### src/rtl/call_stack_ctrl_pkg.sv
// call_stack_pkg: shared types for the call/return sequencer.
package call_stack_pkg;

  localparam int unsigned CS_PC_WIDTH  = 5;
  localparam int unsigned CS_MAX_DEPTH = 8;

  typedef enum logic [1:0] {
    CS_IDLE,
    CS_PUSH,
    CS_RD,
    CS_POP
  } cs_state_t;

  // Stack pointer / frame count, same width as a PC.
  typedef logic [CS_PC_WIDTH-1:0] cs_sp_t;

endpackage

### src/rtl/call_stack_ctrl_if.sv
// call_stack_ctrl_if: control-unit side request/acknowledge bundle.
interface call_stack_ctrl_if
  import call_stack_pkg::*;
#(
  parameter int unsigned PC_WIDTH = CS_PC_WIDTH
);
  logic                cs_call_req;
  logic [PC_WIDTH-1:0] cs_call_pc;
  logic                cs_ret_req;
  logic                cs_ack;
  logic [PC_WIDTH-1:0] cs_ret_pc;
  logic                cs_busy;
  logic [PC_WIDTH-1:0] cs_depth;
  logic                cs_overflow;
  logic                cs_underflow;

  modport master (
    output cs_call_req, cs_call_pc, cs_ret_req,
    input  cs_ack, cs_ret_pc, cs_busy, cs_depth, cs_overflow, cs_underflow
  );

  modport slave (
    input  cs_call_req, cs_call_pc, cs_ret_req,
    output cs_ack, cs_ret_pc, cs_busy, cs_depth, cs_overflow, cs_underflow
  );
endinterface

### src/rtl/call_stack_ctrl_ret_addr_lifo.sv
// ret_addr_lifo: return-address storage, frames at 1..MAX_DEPTH,
// one write port and a registered read. Address 0 / out-of-range read as 0.
module ret_addr_lifo #(
  parameter int unsigned PC_WIDTH  = 5,
  parameter int unsigned MAX_DEPTH = 8
) (
  input  logic                clk,
  input  logic                rst_n,
  input  logic                i_we,
  input  logic [PC_WIDTH-1:0] i_waddr,
  input  logic [PC_WIDTH-1:0] i_wdata,
  input  logic                i_re,
  input  logic [PC_WIDTH-1:0] i_raddr,
  output logic [PC_WIDTH-1:0] o_rdata
);
  localparam int unsigned AW = $clog2(MAX_DEPTH + 1);
  localparam logic [PC_WIDTH-1:0] MAX_ADDR = PC_WIDTH'(MAX_DEPTH);

  logic [PC_WIDTH-1:0] r_mem [MAX_DEPTH+1];
  logic [PC_WIDTH-1:0] r_rdata;
  logic                w_wr_ok;
  logic                w_rd_ok;

  assign w_wr_ok = (i_waddr != '0) && (i_waddr <= MAX_ADDR);
  assign w_rd_ok = (i_raddr != '0) && (i_raddr <= MAX_ADDR);

  // Array write; contents intentionally not reset.
  always_ff @(posedge clk) begin
    if (i_we && w_wr_ok) r_mem[i_waddr[AW-1:0]] <= i_wdata;
  end

  // Registered read, held between reads.
  always_ff @(posedge clk or negedge rst_n) begin
    if (!rst_n)    r_rdata <= '0;
    else if (i_re) r_rdata <= w_rd_ok ? r_mem[i_raddr[AW-1:0]] : '0;
  end

  assign o_rdata = r_rdata;
endmodule

### src/rtl/call_stack_ctrl.sv
// call_stack_ctrl: CALL/RET sequencer driving the register-file context stack.
// Optional sticky error flags: define CALL_STACK_ERR_EN.
module call_stack_ctrl
  import call_stack_pkg::*;
#(
  parameter int unsigned PC_WIDTH  = CS_PC_WIDTH,
  parameter int unsigned MAX_DEPTH = CS_MAX_DEPTH
) (
  input  logic                clk,
  input  logic                rst_n,
  call_stack_ctrl_if.slave    cs,
  output logic                rf_stack_push,
  output logic                rf_stack_pop,
  output logic [PC_WIDTH-1:0] rf_stack_pointer
);
  localparam logic [PC_WIDTH-1:0] MAX_SP = PC_WIDTH'(MAX_DEPTH);

  cs_state_t           r_state, w_state_next;
  logic [PC_WIDTH-1:0] r_sp, w_sp_next;
  logic [PC_WIDTH-1:0] w_ptr;
  logic                w_push, w_pop, w_ack, w_we, w_re;
  logic [PC_WIDTH-1:0] w_rdata;

  // State and stack-pointer registers.
  always_ff @(posedge clk or negedge rst_n) begin
    if (!rst_n) begin
      r_state <= CS_IDLE;
      r_sp    <= '0;
    end else begin
      r_state <= w_state_next;
      r_sp    <= w_sp_next;
    end
  end

  // Next-state, strobes and pointer.
  always_comb begin
    w_state_next = r_state;
    w_sp_next    = r_sp;
    w_ptr        = r_sp;
    w_push       = 1'b0;
    w_pop        = 1'b0;
    w_ack        = 1'b0;
    w_we         = 1'b0;
    w_re         = 1'b0;
    unique case (r_state)
      CS_IDLE: begin
        if (cs.cs_call_req)     w_state_next = CS_PUSH;
        else if (cs.cs_ret_req) w_state_next = CS_RD;
      end
      CS_PUSH: begin
        w_ack        = 1'b1;
        w_state_next = CS_IDLE;
        if (r_sp < MAX_SP) begin
          w_ptr     = r_sp + 1'b1;
          w_push    = 1'b1;
          w_we      = 1'b1;
          w_sp_next = r_sp + 1'b1;
        end
      end
      CS_RD: begin
        w_re         = 1'b1;
        w_state_next = CS_POP;
      end
      CS_POP: begin
        w_ack        = 1'b1;
        w_state_next = CS_IDLE;
        if (r_sp != '0) begin
          w_pop     = 1'b1;
          w_sp_next = r_sp - 1'b1;
        end
      end
      default: w_state_next = CS_IDLE;
    endcase
  end

  ret_addr_lifo #(
    .PC_WIDTH (PC_WIDTH),
    .MAX_DEPTH(MAX_DEPTH)
  ) u_lifo (
    .clk    (clk),
    .rst_n  (rst_n),
    .i_we   (w_we),
    .i_waddr(w_ptr),
    .i_wdata(cs.cs_call_pc),
    .i_re   (w_re),
    .i_raddr(r_sp),
    .o_rdata(w_rdata)
  );

`ifdef CALL_STACK_ERR_EN
  logic r_ovf, r_unf;

  // Sticky error flags, cleared only by reset.
  always_ff @(posedge clk or negedge rst_n) begin
    if (!rst_n) begin
      r_ovf <= 1'b0;
      r_unf <= 1'b0;
    end else begin
      if (r_state == CS_PUSH && r_sp == MAX_SP) r_ovf <= 1'b1;
      if (r_state == CS_POP  && r_sp == '0)     r_unf <= 1'b1;
    end
  end

  assign cs.cs_overflow  = r_ovf;
  assign cs.cs_underflow = r_unf;
`else
  assign cs.cs_overflow  = 1'b0;
  assign cs.cs_underflow = 1'b0;
`endif

  assign cs.cs_ack         = w_ack;
  assign cs.cs_ret_pc      = w_rdata;
  assign cs.cs_busy        = (r_state != CS_IDLE);
  assign cs.cs_depth       = r_sp;
  assign rf_stack_push     = w_push;
  assign rf_stack_pop      = w_pop;
  assign rf_stack_pointer  = w_ptr;
endmodule
### src/flat_wrapper.sv
// flat-port wrapper written by rule: the top's interface ports become plain ports
module call_stack_ctrl_flat import call_stack_pkg::*;
#(
  parameter int unsigned PC_WIDTH  = CS_PC_WIDTH,
  parameter int unsigned MAX_DEPTH = CS_MAX_DEPTH
)
  (clk, rst_n, rf_stack_push, rf_stack_pop, rf_stack_pointer, cs_cs_call_req, cs_cs_call_pc, cs_cs_ret_req, cs_cs_ack, cs_cs_ret_pc, cs_cs_busy, cs_cs_depth, cs_cs_overflow, cs_cs_underflow);
  call_stack_ctrl_if #(.PC_WIDTH(PC_WIDTH)) cs_i ();
  input  logic clk;
  input  logic rst_n;
  output logic rf_stack_push;
  output logic rf_stack_pop;
  output logic [PC_WIDTH-1:0] rf_stack_pointer;
  input wire logic [$bits(cs_i.cs_call_req)-1:0] cs_cs_call_req;
  input wire logic [$bits(cs_i.cs_call_pc)-1:0] cs_cs_call_pc;
  input wire logic [$bits(cs_i.cs_ret_req)-1:0] cs_cs_ret_req;
  output wire logic [$bits(cs_i.cs_ack)-1:0] cs_cs_ack;
  output wire logic [$bits(cs_i.cs_ret_pc)-1:0] cs_cs_ret_pc;
  output wire logic [$bits(cs_i.cs_busy)-1:0] cs_cs_busy;
  output wire logic [$bits(cs_i.cs_depth)-1:0] cs_cs_depth;
  output wire logic [$bits(cs_i.cs_overflow)-1:0] cs_cs_overflow;
  output wire logic [$bits(cs_i.cs_underflow)-1:0] cs_cs_underflow;
  assign cs_i.cs_call_req = cs_cs_call_req;
  assign cs_i.cs_call_pc = cs_cs_call_pc;
  assign cs_i.cs_ret_req = cs_cs_ret_req;
  assign cs_cs_ack = cs_i.cs_ack;
  assign cs_cs_ret_pc = cs_i.cs_ret_pc;
  assign cs_cs_busy = cs_i.cs_busy;
  assign cs_cs_depth = cs_i.cs_depth;
  assign cs_cs_overflow = cs_i.cs_overflow;
  assign cs_cs_underflow = cs_i.cs_underflow;
  call_stack_ctrl #(.PC_WIDTH(PC_WIDTH), .MAX_DEPTH(MAX_DEPTH)) u_core (.clk(clk), .rst_n(rst_n), .cs(cs_i), .rf_stack_push(rf_stack_push), .rf_stack_pop(rf_stack_pop), .rf_stack_pointer(rf_stack_pointer));
endmodule
### config.mk
export PLATFORM = sky130hd
export DESIGN_NAME = call_stack_ctrl_flat
export DESIGN_NICKNAME = d
export VERILOG_FILES = /design/src/rtl/call_stack_ctrl_pkg.sv /design/src/rtl/call_stack_ctrl_if.sv /design/src/rtl/call_stack_ctrl_ret_addr_lifo.sv /design/src/rtl/call_stack_ctrl.sv /design/src/flat_wrapper.sv
export SDC_FILE = /design/constraint.sdc
export NUM_CORES = 1
export LEC_CHECK = 0
export CORE_UTILIZATION = 55
export CTS_BUF_LIST = sky130_fd_sc_hd__clkbuf_4
export CTS_CLUSTER_DIAMETER = 150
export DETAILED_ROUTE_END_ITERATION = 6
export PLACE_DENSITY = 0.76
export SLEW_MARGIN = 20
export SYNTH_ARGS = -nofsm -noshare
export SYNTH_HDL_FRONTEND = slang
export SYNTH_SLANG_ARGS = --single-unit
### constraint.sdc
create_clock -name clk -period 3.84 [get_ports clk]
set_input_delay 0.96 -clock clk [delete_from_list [all_inputs] [get_ports clk]]
set_output_delay 0.96 -clock clk [all_outputs]
set_load 0.01 [all_outputs]
Word-level counts from Yosys, hierarchy flattened
Memory sizes are Yosys's and may differ from the RTL's.
Index checks and enable logic that the tools add are counted.

word-level totals
  output and inout bits = 21
  register bits after elaboration = 12
  memories kept = 1
  memory bits (writable) = 45
  word-level logic and storage cells = 40

operators by class
  eq/ne operators = 5
  muxes and demuxes = 16
  add/subtract/negate cells = 2
  reduce and logical (&&, ||, !) cells = 10
  $lt $le $gt $ge = 3

memory list
  memory               words  width  read ports  clocked after Yosys merged registers in  wr ports  line                                 text
  u_core.u_lifo.r_mem  9      5      1           0                                        1         call_stack_ctrl_ret_addr_lifo.sv:19  logic [PC_WIDTH-1:0] r_mem [MAX_DEPTH+1];

operator list
  operator               count
  $mux W5                4
  $le A5 B4 Y1 const B   2
  $pmux W5 S2            1
  $reduce_bool A5 Y1     2
  $mux W1                8
  $pmux W2 S3            1
  $add A5 B1 Y5 const B  1
  $lt A5 B4 Y1 const B   1
  $sub A5 B1 Y5 const B  1
  $eq A2 B2 Y1 const B   2
  $mux W2                2
  $reduce_bool A2 Y1     2
  $logic_and A1 B1 Y1    3
  $ne A3 B3 Y1 const B   1
  $eq A2 B1 Y1 const B   1
  $logic_not A2 Y1       1
  $ne A2 B1 Y1 const B   1
  $reduce_and A2 Y1      1
  $reduce_or A2 Y1       1

Longest topological paths before layout
Gate-level depths: netlist (run 1).

  depth in word-level cells = 8
  mapped depth = 8

Modules after synthesis
A second synthesis (run 1) with hierarchy kept.

second synthesis, totals
  cells, all modules = 162
  area, all modules = 2393.5 µm²

by module, submodules not included
  module           cells each  instances  area each (µm²)  sequential area each (µm²)
  ret_addr_lifo    98          1          1800.5           1326.3
  call_stack_ctrl  64          1          593.1            175.2

Least setup slack after synthesis (run 1)
OpenSTA, ideal clock, no wires.

  path type = reg2out
  start = register u_core.r_sp[0], in the netlist u_core.cs.cs_depth[0]
  end = output rf_stack_pointer[1]
  arrival = 1595 ps
  slack = 1285 ps
  cell stages (with the launch flop) = 8
  buffers on the path = 3
  data required time = 2880 ps
  cells stage by stage = dfrtp_1 -> buf_6 -> buf_12 -> inv_1 -> ha_1 -> clkbuf_1 -> nand2_1 -> o21ai_0

between the ends
  cells in the longest elaborated chain, start to end = 3
  elaborated cells on any way between the ends = 4

RTL lines
  what                                                  line                                          text
  from (decl)                                           call_stack_ctrl.sv:19                         logic [PC_WIDTH-1:0] r_sp, w_sp_next;
  from (signal assigned)                                call_stack_ctrl.sv:31                         r_sp <= w_sp_next;
  $add A5 B1 Y5 / $lt A5 B4 Y1 (equally long branches)  call_stack_ctrl.sv:54, call_stack_ctrl.sv:53
  $mux W5 (*)                                           call_stack_ctrl.sv:53                         if (r_sp < MAX_SP) begin
  $mux W5 (*)                                           call_stack_ctrl.sv:45                         unique case (r_state)
  to (decl)                                             flat_wrapper.sv:13                            output logic [PC_WIDTH-1:0] rf_stack_pointer;

Mark *: on every way between the ends. The rest lies on a longest branch, timed or not.

Worst setup path in the final report (run 1)
  start = register u_core.r_sp[1], in the netlist u_core.cs.cs_depth[1]
  end = output rf_stack_pop

between the ends
  cells in the longest elaborated chain, start to end = 3

RTL lines
  what                line                   text
  $reduce_bool A5 Y1  call_stack_ctrl.sv:67  if (r_sp != '0) begin
  $mux W1             call_stack_ctrl.sv:67
  $mux W1             call_stack_ctrl.sv:45
  to (decl)           flat_wrapper.sv:12     output logic rf_stack_pop;

Every way passes these cells.

==> results.cfg, run 1 <==
[final_layout]
final_cell_area_um2 = 3000
drive_gt1_share_pct = 20.4
layout_common_cells = 45 x edfxtp_1, 27 x clkdlybuf4s50_1, 12 x dfrtp_1
final_common_cell = edfxtp_1
syn_to_final_growth_pct = 17.6
diodes = 0
fin_cells = 248
n_fill_cell = 288
fin_nets = 203

[clock_tree]
cts_setup_buffers = 0
numClockSinks = 57
clk_latency_ns = 0.39
cts_hold_buf = 0
htreeDepth = 3
cts_buffers = 9
cts_tree = done
path_clk_slew_ns = 0.10
ctsResizeCount = 0
clockBufferDepth = 2
clockRootBuffer = clkbuf_4

[worst_setup_path]
start_kind = flop
cp_max_fo = 10
crit_type = flop to primary output
cp_top_family = buffers and inverters
crit_arrival_ns = 2.36
crit_path_cell_trace = inv_2 > ha_1 > nor2b_1 > a21oi_1 > clkdlybuf4s50_1
slowest_delay_ns = 0.60
crit_slowest_cell = clkdlybuf4s50_1
critPathCaptureType = primary output
critPathRequiredTime_ns = 2.88
crit_buf_inv = 2

[timing]
fin_ws_ns = 0.517
max_freq_mhz = 301
tns_ns = 0
period_minus_slack_ns = 3.32
min_period_over_period_pct = 86.5
hold_viol = 0
drv_slew = 0
setup_viol = 0
clock_skew_ns = 0.0136
worstMarginPinSlew_ns = 0.858
maxSlewHeadroom_pct = 42.3
rsz0062_at_grt = false

[drt]
ant_nets = 0
viasPerCell = 5.88
vias = 1459
drt_first_pass_iters = 4
drt_iter0_drc = 144
drc = 0
drt-total-wl_mm = 4.60
wl_per_cell_um = 18.5

[synthesis]
async_flop_share_pct = 21.1
synth_top_area_share_pct = 53.0
syn-cell-area_um2 = 2550
netlist-cell-type-count = 45
yosysSeqAreaShare_pct = 64.8
syn_avg_cell_area_um2 = 16.5
yosys_warnings = 0
synth_edf_count = 45
synth_seq_cells = 57
yosys-top-cells-area = edfxtp_1 53%, dfrtp_1 12%, mux4_2 6.2%
syn_inst = 155
yosys_most_used_dff = edfxtp_1
synth_area_leader_cell = edfxtp_1

[global_routing]
antenna_found_initial = 0
grt_pass1_vias = 1485
grt_pass1_wl_mm = 7.62
overflow = 0
grt_max_degree = 21
track_usage_pct = 22.0

[placed_design]
portBuffers = 27
numPlacedInstances = 232
place.gp.congestion = 0.856
place_area_um2 = 2840
dp_hpwl_mm = 3.09
dp_slack_ns = 0.931

[power]
p_leak_nw = 1.09
power.switching_w = 0.000743
p_int_w = 0.00146
ir_drop_uv = 367
swShare_pct = 33.7
power_w = 0.00220
seqPwrFrac_pct = 38.1
clockPowerShare_pct = 22.4
p_per_area_nw_per_um2 = 734
p_comb_share_pct = 39.5

[floorplan]
rows = 24
initial_utilization_pct = 57.8
die-area_um2 = 4910
die_x_um = 70.1
die_h_um = 70.1
coreArea_um2 = 4410
io_pins = 30

[min_path]
hp-class = flop to flop

[outcome]
outcome = completed

[flow_run]
drv_cap = 0
final cells by class:
class | instances | area (µm²) | area share (%)
Sequential cell | 57 | 1650 | 55.1
Multi-Input combinational cell | 87 | 797 | 26.6
Timing Repair Buffer | 30 | 293 | 9.76
Clock buffer | 11 | 82.6 | 2.75
Clock inverter | 5 | 80.1 | 2.67
Tap cell | 52 | 65.1 | 2.17
Inverter | 6 | 30.0 | 1.00
layer usage:
layer  part of all wire [%]  track usage [%]
met5                      0                0
met1                     42             28.9
met4                      0             10.9
met2                     52             32.7
met3                    5.9             7.94
path summary, 6_finish.rpt:
check	cells after the start	slack (ns)	to	startpoint
max in group asynchronous	1	2.52	u_core.u_lifo.o_rdata[2]$_DFFE_PN0P_	rst_n
min	2	0.47	u_core.u_lifo.o_rdata[3]$_DFFE_PN0P_	u_core.u_lifo.r_mem[8][3]$_DFFE_PP_
max	5	0.52	rf_stack_pop	u_core.cs.cs_depth[1]$_DFFE_PN0P_
max reg2reg	7	1.43	u_core.u_lifo.r_mem[1][3]$_DFFE_PP_	u_core.cs.cs_depth[3]$_DFFE_PN0P_
min in group asynchronous	1	0.93	u_core.cs.cs_depth[1]$_DFFE_PN0P_	rst_n
min reg2reg	2	0.47	u_core.u_lifo.o_rdata[3]$_DFFE_PN0P_	u_core.u_lifo.r_mem[8][3]$_DFFE_PP_
per-stage QoR:
| step | utilization, % | hold WS (ns) |
|---|---|---|
| CTS | 67.9 | 0.473 |
| global route | 67.9 | 0.520 |
| finish | 67.9 | 0.471 |
| floorplan | - | 0.449 |
| global placement | 64.3 | 0.465 |
| detailed placement | 64.3 | 0.460 |
worst reg2reg max path, stage by stage, from the launching register on:
cell and delay [ns]:
dfrtp_1 0.50, nor3_4 0.28, nand2_4 0.11, inv_6 0.11, nand2_4 0.07, xor2_4 0.23, inv_4 0.08, nor4_2 0.65
cell usage after synthesis (2+ instances only):
cell type,instances
ha_1,3
nor2_1,10
nand2_1,6
nand2_4,2
edfxtp_1,45
a21oi_1,5
buf_6,2
nor4_2,2
mux4_2,7
mux4_1,3
dfrtp_1,12
inv_1,3
buf_4,4
a21boi_0,2
mux2i_1,5
a22oi_1,5
clkbuf_1,2
xnor2_1,3
o21ai_0,8
flip-flops by register name, summed over array words and instances, names as in the netlist:
register and count:
u_core.cs.cs_depth 5, u_core.r_state 2, u_core.u_lifo.o_rdata 5, u_core.u_lifo.r_mem 45
power by group through the flow:
stage / Combinational [W] / Clock, W / Sequential (W)
2_1_floorplan: 0.000608 / 0 / 0.000841
3_3_place_gp: 0.000860 / 0 / 0.000843
3_5_place_dp: 0.000872 / 0 / 0.000853
4_1_cts: 0.000877 / 0.000504 / 0.000840
5_1_grt: 0.000944 / 0.000532 / 0.000850
6_report: 0.000869 / 0.000492 / 0.000839
logic make-up after synthesis:
family	Yosys count	synth area share [%]
flops	57	64.8
simple gates	33	9.03
compound gates	24	5.94
buf+inv	17	4.86
mux	16	11.7
xor+xnor	4	2.11
fa+ha+maj	3	1.47
other cells	1	0.147
(Power assumes the default switching activity.)
==> inputs of run 2 (changes only) <==
- ABC_CLOCK_PERIOD_IN_PS: default -> 3840
==> results of run 2 <==
Final layout, timing and power as in run 1 (identical DEF).
